File: config.mk
export PLATFORM = sky130hd
export DESIGN_NAME = block_pass_sequencer
export DESIGN_NICKNAME = d
export VERILOG_FILES = /design/src/rtl/block_pass_sequencer.sv
export SDC_FILE = /design/constraint.sdc
export NUM_CORES = 1
export LEC_CHECK = 0
export BUFFER_PORTS_ARGS = -buffer_cell sky130_fd_sc_hd__buf_2
export CAP_MARGIN = 20
export CELL_PAD_IN_SITES_DETAIL_PLACEMENT = 0
export CELL_PAD_IN_SITES_GLOBAL_PLACEMENT = 1
export CORE_MARGIN = 2
export CORE_UTILIZATION = 40
export DETAILED_ROUTE_END_ITERATION = 12
export GPL_ROUTABILITY_DRIVEN = 0
export PLACE_DENSITY = 0.83
export SETUP_SLACK_MARGIN = 0.3
export SYNTH_ARGS = -nofsm -noshare
export SYNTH_HDL_FRONTEND = slang
export SYNTH_SLANG_ARGS = --single-unit
File: constraint.sdc
create_clock -name clk -period 2.6 [get_ports clk]
set_input_delay 0.52 -clock clk [delete_from_list [all_inputs] [get_ports clk]]
set_output_delay 0.52 -clock clk [all_outputs]
set_load 0.1 [all_outputs]
File: src/rtl/block_pass_sequencer.sv
// Per-sample pass controller between fetch/decode and execute.
// Admits n_active instructions per tick, waits for retirement, swaps configs.
module block_pass_sequencer #(
    parameter int n_blocks     = 256,
    parameter int flush_cycles = 4,
    localparam int NB          = $clog2(n_blocks)
) (
    input  logic          clk,
    input  logic          reset,
    input  logic          sample_tick,
    input  logic          cfg_valid,
    output logic          cfg_ready,
    input  logic [NB-1:0] cfg_n_blocks,
    output logic [NB-1:0] n_blocks_running,
    output logic          fetch_enable,
    output logic          pipe_flush,
    input  logic          up_valid,
    output logic          up_ready,
    output logic          dn_valid,
    input  logic          dn_ready,
    input  logic          retire,
    output logic          pass_done,
    output logic [15:0]   pass_cycles,
    output logic [7:0]    overrun_count
);

    localparam int FW = $clog2(flush_cycles + 1);

    typedef enum logic [1:0] {IDLE, RUN, DRAIN, SWAP} state_t;

    state_t        state_q;
    logic [NB-1:0] n_active_q;
    logic [NB-1:0] pending_q;
    logic [NB:0]   issue_cnt_q;
    logic [NB:0]   retire_cnt_q;
    logic [15:0]   cyc_cnt_q;
    logic [FW-1:0] flush_cnt_q;
    logic          pass_done_q;
    logic [15:0]   pass_cycles_q;
    logic [7:0]    overrun_q;

    logic          allow;
    logic          fire;
    logic [NB:0]   issue_cnt_d;
    logic [NB:0]   retire_cnt_d;
    logic [NB:0]   n_active_x;
    logic [15:0]   cyc_cnt_d;

    assign allow        = (state_q == RUN);
    assign dn_valid     = up_valid & allow;
    assign up_ready     = dn_ready & allow;
    assign fire         = dn_valid & dn_ready;
    assign fetch_enable = (state_q != SWAP);
    assign pipe_flush   = (state_q == SWAP);
    assign cfg_ready    = (state_q == IDLE) & ~sample_tick;

    // Zero during SWAP rewinds the fetcher read address.
    assign n_blocks_running = (state_q == SWAP) ? '0 : n_active_q;

    assign pass_done     = pass_done_q;
    assign pass_cycles   = pass_cycles_q;
    assign overrun_count = overrun_q;

    assign n_active_x   = {1'b0, n_active_q};
    assign issue_cnt_d  = issue_cnt_q + {{NB{1'b0}}, fire};
    assign retire_cnt_d = retire_cnt_q + {{NB{1'b0}}, retire};
    assign cyc_cnt_d    = (cyc_cnt_q == 16'hFFFF) ? cyc_cnt_q
                                                  : cyc_cnt_q + 16'd1;

    always_ff @(posedge clk) begin
        if (reset) begin
            state_q       <= IDLE;
            n_active_q    <= '0;
            pending_q     <= '0;
            issue_cnt_q   <= '0;
            retire_cnt_q  <= '0;
            cyc_cnt_q     <= '0;
            flush_cnt_q   <= '0;
            pass_done_q   <= 1'b0;
            pass_cycles_q <= '0;
            overrun_q     <= '0;
        end else begin
            pass_done_q <= 1'b0;
            if (sample_tick && state_q != IDLE && overrun_q != 8'hFF)
                overrun_q <= overrun_q + 8'd1;
            unique case (state_q)
                IDLE: begin
                    if (sample_tick) begin
                        if (n_active_q != '0) begin
                            issue_cnt_q  <= '0;
                            retire_cnt_q <= '0;
                            cyc_cnt_q    <= '0;
                            state_q      <= RUN;
                        end else begin
                            pass_done_q   <= 1'b1;
                            pass_cycles_q <= '0;
                        end
                    end else if (cfg_valid) begin
                        pending_q   <= cfg_n_blocks;
                        flush_cnt_q <= '0;
                        state_q     <= SWAP;
                    end
                end
                RUN: begin
                    issue_cnt_q  <= issue_cnt_d;
                    retire_cnt_q <= retire_cnt_d;
                    cyc_cnt_q    <= cyc_cnt_d;
                    if (fire && issue_cnt_d == n_active_x)
                        state_q <= DRAIN;
                end
                DRAIN: begin
                    retire_cnt_q <= retire_cnt_d;
                    cyc_cnt_q    <= cyc_cnt_d;
                    // Reported count includes the completing cycle.
                    if (retire_cnt_d >= n_active_x) begin
                        pass_done_q   <= 1'b1;
                        pass_cycles_q <= cyc_cnt_d;
                        state_q       <= IDLE;
                    end
                end
                SWAP: begin
                    flush_cnt_q <= flush_cnt_q + FW'(1);
                    if (flush_cnt_q == FW'(flush_cycles - 1)) begin
                        n_active_q <= pending_q;
                        state_q    <= IDLE;
                    end
                end
            endcase
        end
    end

endmodule

==> results.py, run 1 <==
metrics = {
    "worst_setup_path": {
        "crit_fanout": 4,
        "cpPeakStageDelay_ps": 350,
        "r2r_slack_ps": -80,
        "startpoint": "state_q[1]",
        "cp_top_family": "compound AO/OA/AOI/OAI gates",
        "crit_type": "reg -> reg",
        "reg2reg_depth": 11,
        "slowest_stage": "nor4_2",
        "crit_chain": "inv_1 -> ha_1 -> and3_1 -> ha_2 -> ha_2 -> o21ba_2 -> a221oi_2 -> o211ai_1 -> nor4_2 -> o211ai_1 -> mux2i_1",
        "required_ps": 2840,
        "worst_ep_arrival_time_ps": 2920,
        "worstSetupStartpointType": "flop",
        "crit_cells": 11,
        "timing.critical_path.buf_inv": 1,
        "crit_end": "state_q[1]",
        "r2r-start": "state_q[1]",
        "critPathCaptureType": "flop",
        "r2r_end": "state_q[1]",
    },
    "pwr": {
        "power_mw": 3.78,
        "leakage_nw": 2.10,
        "p_per_area_nw_per_um2": 686,
        "peakVddDrop_uv": 410,
    },
    "global_route": {
        "gr-total-overflow": 0,
        "grt_max_degree": 35,
        "grt_pass1_wl_mm": 18.8,
        "antenna_found_initial": 0,
        "grt.total_usage": 0.202,
        "grt_pass1_vias": 3902,
    },
    "detailed_routing": {
        "ant_nets": 0,
        "avgRoutedWirePerCell_um": 15.7,
        "vias_per_cell": 5.59,
        "drc_errors": 0,
        "routed_wl_mm": 11.5,
        "num_vias": 4096,
        "drt_iter0_drc": 263,
        "drtPass1Iterations": 5,
    },
    "timing": {
        "whs_ps": 397,
        "fin_crit_ps": 2680,
        "final-setup-viol-count": 18,
        "setup_ws_ps": -75.2,
        "relSlewSlack": 0.616,
        "worst_pin_slew_ps": 561,
        "grt_setup_unrepaired": "yes",
        "max_freq_ghz": 0.374,
        "hold_viol": 0,
        "finalCritPeriodShare": 1.03,
        "finClkSkew_ps": 13.7,
        "slew_viol_final": 0,
    },
    "die": {
        "pin_count": 53,
        "die_w_um": 109,
        "die_h_um": 109,
        "initial_utilization": 0.407,
        "dieArea_um2": 11800,
        "rows": 38,
        "core-area_um2": 10700,
    },
    "clocking": {
        "htreeDepth": 3,
        "cts_buffers": 9,
        "cts-root-buf": "clkbuf_8",
        "cts_tree": "yes",
        "path_clk_slew_ps": 90,
        "clock_latency_ps": 370,
        "cts_buffer_depth": 2,
        "cts_sinks": 80,
        "cts_hold_buf": 0,
    },
    "cells_and_area": {
        "fin_util": 0.513,
        "nFillCells": 1016,
        "syn_to_final_growth_pct": 26.0,
        "multi_input_area_um2": 2840,
        "nets": 623,
        "final_cell_mix": "73 x dfxtp_1, 50 x buf_2, 45 x a21oi_1",
        "layout-drive-gt1-share": 0.273,
        "final-seq-area_um2": 1610,
        "antenna_cells": 0,
        "final_common_cell": "dfxtp_1",
    },
    "outcome": {
        "outcome": "complete, but fails checks",
        "violations": "setup timing",
    },
    "run": {
        "drv_cap": 0,
    },
    "yosys": {
        "ys_types": 62,
        "avgSynthCellArea_um2": 8.55,
        "yosysSeqAreaShare": 0.366,
        "synth_seq_cells": 80,
        "syn_area_um2": 4380,
        "synth_cells": 512,
        "ys.flop_type": "dfxtp_1",
        "synth_enable_flop_cells": 0,
        "syn-num-nets": 547,
        "yosysWarnings": 0,
        "async_flop_share": 0,
    },
    "placement": {
        "hpwl_mm": 8.08,
        "pre_cts_ws_ps": -364,
        "io_buffers": 52,
    },
    "min_path": {
        "hold_class": "in -> reg",
    },
}
## worst min path at each step
stage | from | end | depth (start not counted)
6_report | cfg_n_blocks[2] | pending_q[2] | 3
5_1_grt | cfg_n_blocks[2] | pending_q[2] | 3
4_1_cts | cfg_n_blocks[2] | pending_q[2] | 3
3_5_place_dp | pass_cycles[1] | pass_cycles[1] | 1
3_3_place_gp | pass_cycles[1] | pass_cycles[1] | 1
2_1_floorplan | pending_q[0] | pending_q[0] | 2
## state kept, by name, indices dropped and copies added, names as in the netlist
signal,count
cyc_cnt_q,16
pass_cycles,16
issue_cnt_q,9
retire_cnt_q,9
n_active_q,8
overrun_count,8
pending_q,8
flush_cnt_q,3
state_q,2
pass_done,1
## Yosys cell counts (7+ instances only)
master	n	area [µm²]
o2bb2ai_2	10	150
mux2i_1	8	80.1
or3_1	7	43.8
a21oi_1	45	225
nand2b_1	7	43.8
o21ai_0	18	90.1
nand4_1	7	43.8
ha_1	20	250
a22oi_1	10	75.1
inv_1	19	71.3
nor3_1	8	40.0
xnor2_1	17	149
dfxtp_1	80	1600
xor2_1	17	149
nand3_1	33	165
nand2_1	43	161
and3_1	11	68.8
clkbuf_1	17	63.8
nor2_1	43	161
## power by group
group          leakage (nW)  switching (mW)  internal, mW  total [mW]
logic                  1.34           0.958         0.507        1.47
registers             0.649          0.0442          1.28        1.33
clock network         0.105           0.506         0.483       0.989
total                  2.10            1.51          2.27        3.78
## per-layer routing
| layer | GRT usage | wire length [µm] |
|---|---|---|
| met3 | 0.0356 | 544 |
| met1 | 0.272 | 5340 |
| met4 | 0.0760 | 161 |
| met5 | 0 | 0 |
| met2 | 0.321 | 5450 |
## repair_timing
item	CTS	global route
pin swaps	4	3
resized for setup	12	10
setup endpoints to repair	46	24
hold endpoints to repair	0	0
buffers inserted	2	2
cloned	0	1
## kinds of logic after synthesis
kind of cell,Yosys count,synth area share
buffers and inverters,43,0.0403
XOR/XNOR,34,0.0681
adder cells (fa/ha/maj),20,0.0572
AO/OA/AOI/OAI,135,0.224
AND/OR/NAND/NOR,192,0.226
flip-flops,80,0.366
multiplexers,8,0.0183
## area by class of cell
type	instances	area share
inverters	19	0.0129
well taps	140	0.0318
clock inverters	6	0.0136
repair buffers	89	0.109
flip-flops and latches	80	0.292
clock buffers	10	0.0250
multi-input cells	389	0.515
## metrics by stage
stage	cells	instance area (µm²)	setup TNS (ps)
after detailed placement	712	5120	-5530
after global routing	733	5510	-2830
after floorplan	512	4520	-833
after CTS	730	5410	-148
after global placement	712	5120	-3660
final	733	5510	-592
## worst register-to-register path, delay by kind of cell, from the launching register on
| family | cells | cell delay [ps] |
|---|---|---|
| adders and majority gates | 3 | 600 |
| buffers and inverters | 1 | 50 |
| muxes | 1 | 160 |
| and+or+nand+nor | 2 | 580 |
| DFF | 1 | 340 |
| AOI/OAI and AO/OA | 4 | 830 |
(Power assumes the default switching activity.)
==> inputs of run 2 (changes only) <==
CORE_UTILIZATION = 47   (was 40)
PLACE_DENSITY = 0.9   (was 0.83)
SETUP_SLACK_MARGIN = unset   (was 0.3)
clock period = 3.4 ns   (was 2.6 ns; I/O delays follow)
==> run 2 against run 1 <==
Effect of this change: the flow now finishes without violations; final cell count shrank 7.5%; final area fell by 10%; sequential share of layout area grew 3.1 points; core utilization increased by 2.8 points; count of clock-buffer cells in the layout up 1.
==> results.py, run 2 (same netlist as run 1, synthesis figures left out) <==
metrics = {
    "global_route": {
        "grt_max_degree": 28,
        "gr-total-overflow": 0,
        "antenna_found_initial": 0,
        "grt.total_usage": 0.215,
        "grt_pass1_wl_mm": 17.3,
        "grt_pass1_vias": 3627,
    },
    "detailed_routing": {
        "drc_errors": 0,
        "routed_wl_mm": 10.4,
        "drt_iter0_drc": 222,
        "drtPass1Iterations": 4,
        "avgRoutedWirePerCell_um": 15.4,
        "ant_nets": 0,
        "vias_per_cell": 5.68,
        "num_vias": 3854,
    },
    "placement": {
        "io_buffers": 52,
        "hpwl_mm": 7.51,
    },
    "die": {
        "die_h_um": 100,
        "rows": 35,
        "dieArea_um2": 10100,
        "pin_count": 53,
        "initial_utilization": 0.478,
        "die_w_um": 100,
        "core-area_um2": 9150,
    },
    "pwr": {
        "p_int_mw": 1.53,
        "peakVddDrop_uv": 278,
        "p_clk_frac": 0.251,
        "p_per_area_nw_per_um2": 522,
        "leakage_nw": 1.92,
        "power_mw": 2.59,
        "p_switching_mw": 1.05,
        "pwr-share-comb": 0.358,
        "seqPwrFrac": 0.391,
        "swShare": 0.407,
    },
    "cells_and_area": {
        "nets": 598,
        "final_common_cell": "dfxtp_1",
        "final_cell_mix": "80 x dfxtp_1, 52 x buf_2, 45 x a21oi_1",
        "layout-drive-gt1-share": 0.176,
        "syn_to_final_growth_pct": 13.3,
        "antenna_cells": 0,
    },
    "timing": {
        "final-setup-viol-count": 0,
        "setup_tns_ps": 0,
        "max_freq_ghz": 0.339,
        "grt_setup_unrepaired": "no",
        "slew_viol_final": 0,
        "finalCritPeriodShare": 0.867,
        "hold_viol": 0,
        "finClkSkew_ps": 10.9,
        "fin_crit_ps": 2950,
        "relSlewSlack": 0.572,
        "worst_pin_slew_ps": 637,
    },
    "outcome": {
        "outcome": "finished clean",
    },
    "clocking": {
        "post_cts_buffers": 0,
        "ctsResizeCount": 0,
        "cts_sinks": 80,
        "path_clk_slew_ps": 90,
        "cts_buffer_depth": 2,
        "htreeDepth": 3,
        "cts_buffers": 9,
        "cts_tree": "yes",
        "clock_latency_ps": 360,
        "cts_hold_buf": 0,
        "cts-root-buf": "clkbuf_8",
    },
    "worst_setup_path": {
        "crit_type": "in -> reg",
        "worstSetupStartpointType": "input port",
        "worst_ep_arrival_time_ps": 3230,
        "crit_fanout": 16,
        "required_ps": 3680,
        "critPathCaptureType": "flop",
    },
    "run": {
        "drv_cap": 0,
    },
    "min_path": {
        "hold_class": "reg -> reg",
    },
}
[run 2: through the flow]
| step | hold slack, ps | cells | cell area [µm²] | util | worst slack [ps] |
|---|---|---|---|---|---|
| after floorplan | 437 | 512 | 4380 | - | 41.9 |
| after global placement | 442 | 663 | 4780 | 0.523 | 177 |
| after detailed placement | 448 | 663 | 4780 | 0.523 | 90.1 |
| after CTS | 462 | 678 | 4960 | 0.541 | 450 |
| after global routing | 486 | 678 | 4960 | 0.541 | 205 |
| final | 461 | 678 | 4960 | 0.541 | 453 |
[run 2: final cells by class]
cell class / count / area, µm²
well taps: 111 / 139
flip-flops and latches: 80 / 1600
clock buffers: 11 / 141
inverters: 19 / 71.3
fillers: 858 / 4200
clock inverters: 4 / 30.0
multi-input cells: 389 / 2600
repair buffers: 64 / 375
[run 2: power groups by stage]
| stage | Sequential, mW | Clock (mW) | Combinational, mW |
|---|---|---|---|
| after floorplan | 1.12 | 0 | 0.602 |
| after global placement | 1.03 | 0 | 0.910 |
| after detailed placement | 1.03 | 0 | 0.920 |
| after CTS | 1.01 | 0.660 | 0.925 |
| after global routing | 1.02 | 0.704 | 1.02 |
| final | 1.01 | 0.648 | 0.926 |
[run 2: worst max-delay path, stage by stage]
cell and delay, ps:
buf_2 80, ha_1 160, ha_1 260, nand3_2 140, nor2_1 210, xor2_1 180
ha_1 260, a21o_1 190, a2111oi_4 380, o211ai_2 200, a21oi_4 180, buf_12 180
o2bb2ai_1 120
[run 2: worst paths after layout]
check | start | end | slack (ps) | cells past startpoint
min reg2reg | pending_q[0] | pending_q[0] | 460 | 2
max reg2reg | state_q[1] | state_q[1] | 510 | 11
max | retire | pass_cycles[0] | 450 | 13
min | pending_q[0] | pending_q[0] | 460 | 2
[run 2: layer usage]
metal,vias up,wire (µm),GRT usage
met1,1810,5320,0.306
met3,15,447,0.0492
met2,79,4520,0.320
met4,0,130,0.0748
li1,1950,-,-
met5,-,0,0
